[src/rtl/rom_access_sched.sv]
// Arbitrates two request lanes onto the C, Occ and read/D ROMs and returns one
// registered response per granted access. Every output comes straight from a flop.
module rom_access_sched #(
  parameter int ROM_LAT = 1
) (
  input  logic        clk,
  input  logic        rst,
  input  logic        req0,
  input  logic        req1,
  input  logic [26:0] word0,
  input  logic [26:0] word1,
  output logic        gnt0,
  output logic        gnt1,
  output logic        busy,
  output logic        ce_rom_C,
  output logic        ce_rom_Occ,
  output logic        ce_rom_read_and_D,
  output logic [1:0]  addr_rom_C,
  output logic [7:0]  addr1_rom_Occ,
  output logic [7:0]  addr2_rom_Occ,
  output logic [7:0]  addr_rom_read_and_D,
  input  logic [7:0]  data,
  input  logic [31:0] data_1,
  input  logic [31:0] data_2,
  input  logic [7:0]  d_i,
  input  logic [1:0]  read_i,
  output logic        rsp_valid,
  output logic        rsp_id,
  output logic [7:0]  rsp_C,
  output logic [7:0]  rsp_occ1,
  output logic [7:0]  rsp_occ2,
  output logic [7:0]  rsp_d,
  output logic [1:0]  rsp_read
);

  typedef enum logic [1:0] {IDLE, ISSUE, WAIT, RESP} state_t;

  localparam logic [1:0] LAT_M1 = 2'(ROM_LAT - 1);

  state_t      state_q, state_d;
  logic [1:0]  cnt_q, cnt_d;
  logic        last_q, last_d;
  logic        id_q, id_d;
  logic [26:0] word_q, word_d;
  logic        gnt0_q, gnt0_d, gnt1_q, gnt1_d, busy_q, busy_d;
  logic        ce_c_q, ce_c_d, ce_occ_q, ce_occ_d, ce_rd_q, ce_rd_d;
  logic [1:0]  addr_c_q, addr_c_d;
  logic [7:0]  addr1_q, addr1_d, addr2_q, addr2_d, addr_rd_q, addr_rd_d;
  logic        rsp_valid_q, rsp_valid_d, rsp_id_q, rsp_id_d;
  logic [7:0]  rsp_c_q, rsp_c_d, rsp_occ1_q, rsp_occ1_d, rsp_occ2_q, rsp_occ2_d;
  logic [7:0]  rsp_d_q, rsp_d_d;
  logic [1:0]  rsp_read_q, rsp_read_d;

  logic        op_s, pick1_s, grant_en_s, issue_s, capture_s;
  logic [1:0]  sym_s;
  logic [7:0]  i_s, k_s, l_s;

  // Occ words pack one count byte per symbol, A in the low byte.
  function automatic logic [7:0] sel_byte(input logic [31:0] w, input logic [1:0] s);
    logic [7:0] b;
    case (s)
      2'd0:    b = w[7:0];
      2'd1:    b = w[15:8];
      2'd2:    b = w[23:16];
      2'd3:    b = w[31:24];
      default: b = 8'd0;
    endcase
    return b;
  endfunction

  assign op_s  = word_q[26];
  assign sym_s = word_q[25:24];
  assign i_s   = word_q[23:16];
  assign k_s   = word_q[15:8];
  assign l_s   = word_q[7:0];

  // Next-state, arbitration and next values of every registered output.
  always_comb begin
    state_d     = state_q;
    cnt_d       = cnt_q;
    last_d      = last_q;
    id_d        = id_q;
    word_d      = word_q;
    rsp_c_d     = rsp_c_q;
    rsp_occ1_d  = rsp_occ1_q;
    rsp_occ2_d  = rsp_occ2_q;
    rsp_d_d     = rsp_d_q;
    rsp_read_d  = rsp_read_q;
    capture_s   = 1'b0;
    case (state_q)
      IDLE: begin
        if (gnt0_q || gnt1_q) state_d = ISSUE;
        else                  state_d = IDLE;
      end
      ISSUE: begin
        state_d = WAIT;
        cnt_d   = LAT_M1;
      end
      WAIT: begin
        if (cnt_q == 2'd0) begin
          state_d   = RESP;
          capture_s = 1'b1;
        end else begin
          cnt_d = cnt_q - 2'd1;
        end
      end
      RESP:    state_d = IDLE;
      default: state_d = IDLE;
    endcase

    // A grant is issued for the cycle the machine sits in IDLE, so arbitration
    // runs whenever the next state is IDLE (including the RESP->IDLE step).
    grant_en_s = (state_d == IDLE);
    pick1_s    = req1 && (!req0 || !last_q);
    gnt1_d     = grant_en_s && pick1_s;
    gnt0_d     = grant_en_s && req0 && !pick1_s;
    if (gnt0_d || gnt1_d) begin
      word_d = pick1_s ? word1 : word0;
      id_d   = pick1_s;
      last_d = pick1_s;
    end else begin
      word_d = word_q;
    end

    issue_s     = (state_d == ISSUE);
    ce_c_d      = issue_s && op_s;
    ce_occ_d    = issue_s && op_s;
    ce_rd_d     = issue_s && !op_s;
    addr_c_d    = ce_c_d ? sym_s : 2'd0;
    addr1_d     = ce_occ_d ? (k_s - 8'd1) : 8'd0;
    addr2_d     = ce_occ_d ? l_s : 8'd0;
    addr_rd_d   = ce_rd_d ? i_s : 8'd0;
    busy_d      = (state_d != IDLE);
    rsp_valid_d = (state_d == RESP);
    rsp_id_d    = (state_d == RESP) ? id_q : 1'b0;

    if (capture_s && op_s) begin
      rsp_c_d    = data;
      rsp_occ1_d = (k_s == 8'd0) ? 8'd0 : sel_byte(data_1, sym_s);
      rsp_occ2_d = sel_byte(data_2, sym_s);
      rsp_d_d    = 8'd0;
      rsp_read_d = 2'd0;
    end else if (capture_s) begin
      rsp_c_d    = 8'd0;
      rsp_occ1_d = 8'd0;
      rsp_occ2_d = 8'd0;
      rsp_d_d    = d_i;
      rsp_read_d = read_i;
    end else begin
      rsp_c_d    = rsp_c_q;
    end
  end

  // State, pointer and output registers; reset leaves lane 0 with priority.
  always_ff @(posedge clk or posedge rst) begin
    if (rst) begin
      state_q     <= IDLE;
      cnt_q       <= 2'd0;
      last_q      <= 1'b1;
      id_q        <= 1'b0;
      word_q      <= 27'd0;
      gnt0_q      <= 1'b0;
      gnt1_q      <= 1'b0;
      busy_q      <= 1'b0;
      ce_c_q      <= 1'b0;
      ce_occ_q    <= 1'b0;
      ce_rd_q     <= 1'b0;
      addr_c_q    <= 2'd0;
      addr1_q     <= 8'd0;
      addr2_q     <= 8'd0;
      addr_rd_q   <= 8'd0;
      rsp_valid_q <= 1'b0;
      rsp_id_q    <= 1'b0;
      rsp_c_q     <= 8'd0;
      rsp_occ1_q  <= 8'd0;
      rsp_occ2_q  <= 8'd0;
      rsp_d_q     <= 8'd0;
      rsp_read_q  <= 2'd0;
    end else begin
      state_q     <= state_d;
      cnt_q       <= cnt_d;
      last_q      <= last_d;
      id_q        <= id_d;
      word_q      <= word_d;
      gnt0_q      <= gnt0_d;
      gnt1_q      <= gnt1_d;
      busy_q      <= busy_d;
      ce_c_q      <= ce_c_d;
      ce_occ_q    <= ce_occ_d;
      ce_rd_q     <= ce_rd_d;
      addr_c_q    <= addr_c_d;
      addr1_q     <= addr1_d;
      addr2_q     <= addr2_d;
      addr_rd_q   <= addr_rd_d;
      rsp_valid_q <= rsp_valid_d;
      rsp_id_q    <= rsp_id_d;
      rsp_c_q     <= rsp_c_d;
      rsp_occ1_q  <= rsp_occ1_d;
      rsp_occ2_q  <= rsp_occ2_d;
      rsp_d_q     <= rsp_d_d;
      rsp_read_q  <= rsp_read_d;
    end
  end

  assign gnt0                = gnt0_q;
  assign gnt1                = gnt1_q;
  assign busy                = busy_q;
  assign ce_rom_C            = ce_c_q;
  assign ce_rom_Occ          = ce_occ_q;
  assign ce_rom_read_and_D   = ce_rd_q;
  assign addr_rom_C          = addr_c_q;
  assign addr1_rom_Occ       = addr1_q;
  assign addr2_rom_Occ       = addr2_q;
  assign addr_rom_read_and_D = addr_rd_q;
  assign rsp_valid           = rsp_valid_q;
  assign rsp_id              = rsp_id_q;
  assign rsp_C               = rsp_c_q;
  assign rsp_occ1            = rsp_occ1_q;
  assign rsp_occ2            = rsp_occ2_q;
  assign rsp_d               = rsp_d_q;
  assign rsp_read            = rsp_read_q;

endmodule

[config.mk]
export PLATFORM = sky130hd
export DESIGN_NAME = rom_access_sched
export DESIGN_NICKNAME = d
export VERILOG_FILES = /design/src/rtl/rom_access_sched.sv
export SDC_FILE = /design/constraint.sdc
export NUM_CORES = 1
export LEC_CHECK = 0
export ABC_AREA = 1
export ABC_CLOCK_PERIOD_IN_PS = 6800
export BUFFER_PORTS_ARGS = -buffer_cell sky130_fd_sc_hd__buf_2
export CAP_MARGIN = 20
export CORE_MARGIN = 2
export CORE_UTILIZATION = 30
export DETAILED_ROUTE_END_ITERATION = 12
export PLACE_DENSITY = 0.61
export SLEW_MARGIN = 20
export SYNTH_ARGS = -nofsm -noshare
export SYNTH_HDL_FRONTEND = slang
export SYNTH_SLANG_ARGS = --single-unit
[constraint.sdc]
create_clock -name clk -period 6.8 [get_ports clk]
set_input_delay 0.34 -clock clk [delete_from_list [all_inputs] [get_ports clk]]
set_output_delay 0.34 -clock clk [all_outputs]
set_load 0.05 [all_outputs]
* Word-level counts from Yosys, hierarchy flattened
Cells that the tools add are included.
Word-level totals: logic and storage cells 79, bits in latches 0, output and inout bits 68, bits in read-only memories 0, RAM bits 0, flip-flop bits (word level) 100, memories kept 0
Cells by class: reduce and logical (&&, ||, !) cells 23, bitwise operators 0, eq/ne operators 9, multipliers 0, div/mod/pow operators 0, order comparisons 0, mux-type cells 24, $add $sub $neg 2, shift-type cells 0
Operators by type and width (count):
- $mux 8 | 10
- $pmux 8 s4 | 2
- $mux 27 | 1
- $eq 2x2->1 const B | 5
- $mux 2 | 5
- $logic_not 2->1 | 4
- $logic_not 8->1 | 1
- $pmux 2 s4 | 1
- $sub 8x1->8 const B | 1
- $logic_and 1x1->1 | 7
- $eq 2x1->1 const B | 3
- $reduce_bool 2->1 | 3
- $logic_not 1->1 | 4
- $mux 1 | 4
- $pmux 2 s2 | 1
- $logic_or 1x1->1 | 3
- $ne 2x2->1 const B | 1
- $reduce_and 2->1 | 1
- $sub 2x1->2 const B | 1

* Longest topological paths before layout
Gate-level depths: netlist of the first run.
depth after elaboration 7, mapped depth 12, depth with buffers taken out 10

* Least setup slack after synthesis of the first run
No wires, ideal clock.
path type register to register, start register gnt1_q (netlist: gnt1), end register word_q[24], setup time 0.121 ns, cell stages (with the launch flop) 9, slack 5.238 ns, data required time 6.679 ns, arrival time 1.441 ns, cells stage by stage dfrtp_1 > o21ai_1 > nand2_4 > nor2_4 > o21ai_2 > buf_6 > buf_6 > nand2_1 > nand2_1
Between the ends: longest elaborated chain between the ends 7
Ends and longest elaborated chain:
- start: declaration | RTL line 45 | logic gnt0_q, gnt0_d, gnt1_q, gnt1_d, busy_q, busy_d;
- start signal: assignment | RTL line 186 | gnt1_q <= gnt1_d;
- $logic_or 1x1->1 * | RTL line 92 | if (gnt0_q || gnt1_q) state_d = ISSUE;
- $mux 1 * | RTL line 92
- $pmux 2 s4 * | RTL line 90 | case (state_q)
- named net state_d[0] | RTL line 40 | state_t state_q, state_d;
- $logic_not 2->1 * | RTL line 113 | grant_en_s = (state_d == IDLE);
- $logic_and 1x1->1 (2 in a row) | RTL line 116 | gnt0_d = grant_en_s && req0 && !pick1_s;
- $logic_or 1x1->1 * | RTL line 117 | if (gnt0_d || gnt1_d) begin
- end signal: assignment | RTL line 184 | word_q <= word_d;
- end: declaration | RTL line 44 | logic [26:0] word_q, word_d;
Mark *: on every way through the listed nets, which the timed path passes. The rest lies on a longest branch. A chain may end at the register's enable or synchronous reset.

* Final worst setup path of the first run
start register last_q, end register word_q[4]
Between the ends: longest elaborated chain between the ends 6
Ends and longest elaborated chain:
- start: declaration | RTL line 42 | logic last_q, last_d;
- start signal: assignment | RTL line 182 | last_q <= last_d;
- $logic_not 1->1 * | RTL line 114 | pick1_s = req1 && (!req0 || !last_q);
- $logic_or 1x1->1 * | RTL line 114
- $logic_and 1x1->1 * | RTL line 114
- $logic_not 1->1 | RTL line 116
- $logic_and 1x1->1 | RTL line 116
- $logic_or 1x1->1 | RTL line 117
Every way passes the cells marked *; elsewhere a longest branch is shown, timed or not.

==> out/summary.txt, run 1 <==
drt first pass iters -> 4
Die Span Y -> 130.0 um
hold_ws -> 0.06240 ns
Clock Tree Root -> clkbuf_16
min Tclk post-route -> 2.345 ns
CP startpoint kind -> flop
CP max FO -> 29
Pleak -> 0.003650 uW
average size of a mapped cell -> 7.901 um^2
clk_skew -> 0.008765 ns
TritonCTS buffer count -> 9
run status -> complete, no violations
R2R depth -> 6
Synth area leaders -> dfrtp_1 52%, nand2_1 23%, o211ai_1 4.3%, inv_1 3.2%, nor2_1 2.8%
crit path from -> last_q$_DFFE_PP1P_
via count -> 4369
post-DP HPWL -> 9511 um
Clock Latency Late Sink -> 0.35 ns
Max Clk Rate -> 426.4 MHz
first-pass GRT wire length -> 19900 um
CTS tree -> yes
Core Rows -> 46
crit path to -> word_q[4]$_DFFE_PP0P_
GRT Util Overall -> 15.23%
clk sink count -> 100
final core utilization -> 39.93%
synthesized flop and latch total -> 100
WP data required -> 7.08 ns
Seq/Total Area, Yosys -> 52.55%
I/O Buffers -> 207
starting DRC count in detailed routing -> 192
synthesized net count -> 749
Period Utilization, post-route -> 34.49%
routability cong. -> 0.7576
clock buffer depth -> 2
htree depth -> 3
die area -> 0.01691 mm^2
Max Cap Viol -> 0
Netlist Area Pre-Place -> 0.004765 mm^2
core box area -> 0.01571 mm^2
Worst R2R Start -> last_q$_DFFE_PP1P_
Slew @ Worst Pin -> 0.8295 ns
Critical R2R Capture -> word_q[4]$_DFFE_PP0P_
Mapped Cells -> 603
crit path kind -> reg -> reg
PwrDens -> 472.6 mW/mm^2
CTS clock-pin slew for the worst setup and hold paths -> 0.07 ns
Max IR drop VDD -> 188.0 uV
GR Overflow Total -> 0
Ys Warns -> 0
Final nets -> 940
Starting Density -> 30.32%
final setup fails -> 0
Top-Level Pins -> 208
Cell variety after synth -> 27
final setup TNS -> 0 ns
Vias/cell -> 4.304
max-slew headroom at the worst pin -> 44.57%
vias in the first global route -> 3972
Die X -> 130.0 um
Yosys top cell area share -> 52.00%
max-slew violation count -> 0
final hold vios -> 0
drt total wl -> 13130 um
pin count of the biggest net entering global routing -> 56
PostCTS Resize Cnt -> 0
Area Overhead vs Synth -> 31.67%
# hold bufs at CTS -> 0
Worst Setup End Kind -> flop
RSZ-0062 raised after global routing -> false
worst hold-check path type -> in -> async
DRC Markers -> 0
initial antenna violation count -> 0
number of diodes -> 0
remaining antenna violation count -> 0
layout cells sized above 1 -> 30.16%
Wirelength per Cell -> 12.94 um
internal reg-to-reg setup slack -> 4.45 ns
CP arrival -> 2.63 ns
leading area contributor after synthesis -> dfrtp_1
Post-CTS Setup Inserts -> 0
[cell usage after synthesis, drive strengths merged]
cell      n
inv      43
a21oi     1
clkbuf    7
buf      25
or2       1
dfstp     1
nand4    17
nor2     40
dfrtp    99
o211ai   27
ha        6
xor2      3
xnor2     1
nand2   298
nand3    19
o21ai    15
[report_power, final]
part / internal, uW / total, uW / leakage (uW) / switching (uW)
logic: 373 / 1470 / 0.00217 / 1100
registers: 806 / 916 / 0.00132 / 110
clock network: 333 / 577 / 0.000167 / 244
total: 1510 / 2960 / 0.00365 / 1450
[worst max-delay path, stage by stage, from the launching register on]
cell,delay [ns]
dfstp_2,0.53
nand2_1,0.05
nand2_1,0.63
inv_1,0.20
o21ai_4,0.64
nand2_1,0.13
nand2_1,0.09
[logic make-up (layout without fill, tap and decap cells)]
family	after synthesis	after routing	synth area share [%]
xor gates and xnor gates	4	4	0.7354
adders and majority gates	6	6	1.576
and+or+nand+nor	375	375	31.83
AOI/OAI and AO/OA	43	43	6.013
buffers and inverters	75	271	7.301
DFF	100	100	52.55
[area by class of cell]
type,instances,area [um^2]
Sequential cell,100,2504
Inverter,43,163.9
Tap cell,216,270.3
Clock inverter,7,116.4
Clock buffer,9,225.2
Timing Repair Buffer,212,1074
Multi-Input combinational cell,428,1921
Fill cell,1635,9439
[cell usage in the layout (no fill, tap or decap)]
cell type  count
or2_2          1
o211ai_1      27
bufinv_16      2
nor2_2         1
nand2_2        1
nor2_4         3
nand2_4        1
nand2_1      296
inv_8          2
ha_1           6
nor2_1        36
o21ai_4        1
buf_4          5
nand4_1       17
o21ai_1        1
clkinv_4       1
a21oi_1        1
inv_6          1
dfstp_2        1
nand3_1       18
inv_4          1
inv_1         40
inv_2          2
buf_2        207
o21ai_0       13
nand3_2        1
clkinv_8       1
xor2_1         3
dfrtp_1       99
clkbuf_16      9
xnor2_1        1
[worst min-delay path by stage]
stage	from	to	slack (ns)	cells after the start
after CTS	rst	rsp_d[5]$_DFFE_PP0P_	0.09	2
after global routing	rst	rsp_C[2]$_DFFE_PP0P_	0.12	2
after global placement	last_q$_DFFE_PP1P_	last_q$_DFFE_PP1P_	0.45	2
final	rst	rsp_d[5]$_DFFE_PP0P_	0.06	2
after floorplan	word_q[8]$_DFFE_PP0P_	addr1_rom_Occ[0]$_DFF_PP0_	0.43	1
after detailed placement	word_q[6]$_DFFE_PP0P_	word_q[6]$_DFFE_PP0P_	0.46	2
[state kept, by name, summed over array words and instances (netlist names), 2 cells and up]
signal and count:
state_q 2, addr1_rom_Occ 8, addr_rom_C 2, addr_rom_read_and_D 8
cnt_q 2, addr2_rom_Occ 8, rsp_C 8, word_q 27
rsp_d 8, rsp_read 2, rsp_occ2 8, rsp_occ1 8
[metrics by stage]
stage	std cells	cell area, um^2	setup WS, ns	total power (uW)
detailed placement	999	5924	3.916	2419
CTS	1015	6266	4.204	3010
global placement	999	5924	4.019	2400
global route	1015	6274	4.229	3201
floorplan	603	4765	3.843	2086
finish	1015	6274	4.455	2965
[layer usage]
| layer | track usage, % | wire length [um] |
|---|---|---|
| met1 | 19.87 | 5953 |
| met2 | 24.95 | 5889 |
| met3 | 3.526 | 1138 |
| met4 | 5.313 | 150 |
| met5 | 0 | 0 |
Note: power is estimated with default switching activity, not from simulation.
==> inputs of run 2 (changes only) <==
ABC_CLOCK_PERIOD_IN_PS = 2300   (was 6800)
clock period = 2.3 ns   (was 6.8 ns; I/O delays follow)
==> out/summary.txt, run 2 (synthesis results as in run 1) <==
I/O Buffers -> 207
run status -> complete, no violations
post-DP HPWL -> 9753 um
Core Rows -> 46
post-route setup slack -> 0.5410 ns
Max IR drop VDD -> 645.7 uV
# hold bufs at CTS -> 7
first-pass GRT wire length -> 20290 um
Max Cap Viol -> 0
commonest non-fill, non-tap cell in the layout -> nand2_1
PostCTS Resize Cnt -> 0
CTS clock-pin slew for the worst setup and hold paths -> 0.08 ns
CP arrival -> 2.05 ns
routability cong. -> 0.7741
Pleak -> 0.003690 uW
Slowest cell on crit path -> dfrtp_1
Place WS -> 0.5399 ns
crit path kind -> reg -> reg
metal2 WL -> 6028 um
drt total wl -> 13400 um
max-slew headroom at the worst pin -> 59.25%
final hold vios -> 0
starting DRC count in detailed routing -> 174
CP max stage delay -> 0.40 ns
layout cells sized above 1 -> 30.50%
GR Overflow Total -> 0
DRC Markers -> 0
Die Span Y -> 130.0 um
CP max FO -> 20
wl on met1 -> 6176 um
Area after DPL -> 0.005991 mm^2
Final nets -> 954
GRT Util Overall -> 15.51%
commonest non-fill, non-tap cells in the layout -> 296 x nand2_1, 207 x buf_2, 99 x dfrtp_1, 40 x inv_1, 36 x nor2_1
Post-CTS Setup Inserts -> 0
max reg flops -> 27
clock buffer depth -> 2
htree depth -> 3
Wirelength per Cell -> 13.02 um
core box area -> 0.01571 mm^2
fin area -> 0.006364 mm^2
CTS tree -> yes
clk_skew -> 0.01245 ns
Vias/cell -> 4.340
family with the most delay on the worst path -> buffers and inverters
met3 WL -> 1048 um
cell mode on critical path -> nand2_1
Max Clk Rate -> 568.5 MHz
Top-Level Pins -> 208
Slew @ Worst Pin -> 0.6105 ns
Clock Latency Late Sink -> 0.36 ns
PwrDens -> 1369 mW/mm^2
Area Overhead vs Synth -> 33.56%
max-slew violation count -> 0
Period Utilization, post-route -> 76.48%
vias in the first global route -> 3973
RSZ-0062 raised after global routing -> false
Worst Setup End Kind -> flop
TritonCTS buffer count -> 9
min Tclk post-route -> 1.759 ns
drt first pass iters -> 4
final setup TNS -> 0 ns
die area -> 0.01691 mm^2
initial antenna violation count -> 0
via count -> 4466
CP startpoint kind -> flop
Top Layer Used -> met4
crit-path cells -> inv_1 -> ha_1 -> inv_2 -> nor2_1 -> nand2_1 -> nand2_4 -> nor2_4 -> o21ai_2 -> buf_4 -> nand2_1 -> nand2_1
number of diodes -> 0
pin count of the biggest net entering global routing -> 101
WP data required -> 2.59 ns
Buf+Inv Stages, Crit Path -> 3
Clock Tree Root -> clkbuf_16
Starting Density -> 30.32%
final setup fails -> 0
Die X -> 130.0 um
clk sink count -> 100
Top reg by flops -> word_q
internal reg-to-reg setup slack -> 0.54 ns
remaining antenna violation count -> 0
worst hold-check path type -> in -> reg
==> run 2: cell count changes in the layout (fill, tap and decap cells not counted), moves of 2 or more <==
cell           before  now
bufinv_16           2    0
inv_6               1    3
buf_4               5   11
dlygate4sd3_1       0    7
clkinvlp_4          0    2
==> run 2: worst min-delay path, delay by kind of cell <==
kind | cells | cell delay, ns
buffers and inverters | 1 | 0.09
and+or+nand+nor | 1 | 0.05
AOI/OAI and AO/OA | 1 | 0.06
==> run 2: path summary, 6_finish.rpt <==
check / startpoint / endpoint / cells past startpoint
max in group asynchronous: rst / rsp_valid$_DFF_PP0_ / 4
min in group asynchronous: rst / rsp_read[1]$_DFFE_PP0P_ / 4
worst min register to register: word_q[8]$_DFFE_PP0P_ / addr1_rom_Occ[0]$_DFF_PP0_ / 1
worst max register to register: state_q[0]$_DFF_PP0_ / word_q[13]$_DFFE_PP0P_ / 11
worst max-delay path: state_q[0]$_DFF_PP0_ / word_q[13]$_DFFE_PP0P_ / 11
worst min-delay path: read_i[1] / rsp_read[1]$_DFFE_PP0P_ / 3
==> run 2: cell type report <==
| cell class | instances | area, um^2 |
|---|---|---|
| Timing Repair Buffer | 226 | 1209 |
| Fill cell | 1631 | 9349 |
| Clock inverter | 7 | 77.57 |
| Inverter | 43 | 165.2 |
| Sequential cell | 100 | 2504 |
| Clock buffer | 9 | 225.2 |
| Tap cell | 216 | 270.3 |
| Multi-Input combinational cell | 428 | 1913 |
==> run 2: report_power, final <==
| part | switching [uW] | total, uW | internal (uW) | leakage (uW) |
|---|---|---|---|---|
| sequential | 323 | 2710 | 2380 | 0.00132 |
| combinational | 3290 | 4470 | 1180 | 0.00223 |
| clock | 759 | 1530 | 773 | 0.000144 |
| total | 4370 | 8710 | 4340 | 0.00369 |
==> run 2: through the flow <==
step                power, uW  util (%)  hold slack (ns)  cells
finish                   8710     40.50         0.006547   1029
floorplan                6167         -           0.2558    603
global route             9393     40.50          0.01186   1029
global placement         7241     38.13           0.3224   1006
detailed placement       7278     38.13           0.3283   1006
CTS                      8856     40.50         0.001027   1029
==> run 2: metal layers <==
metal | up-vias | global-route usage, %
li1 | 2291 | -
met1 | 1989 | 20.64
met2 | 172 | 24.88
met3 | 14 | 4.305
met4 | 0 | 4.428
met5 | - | 0
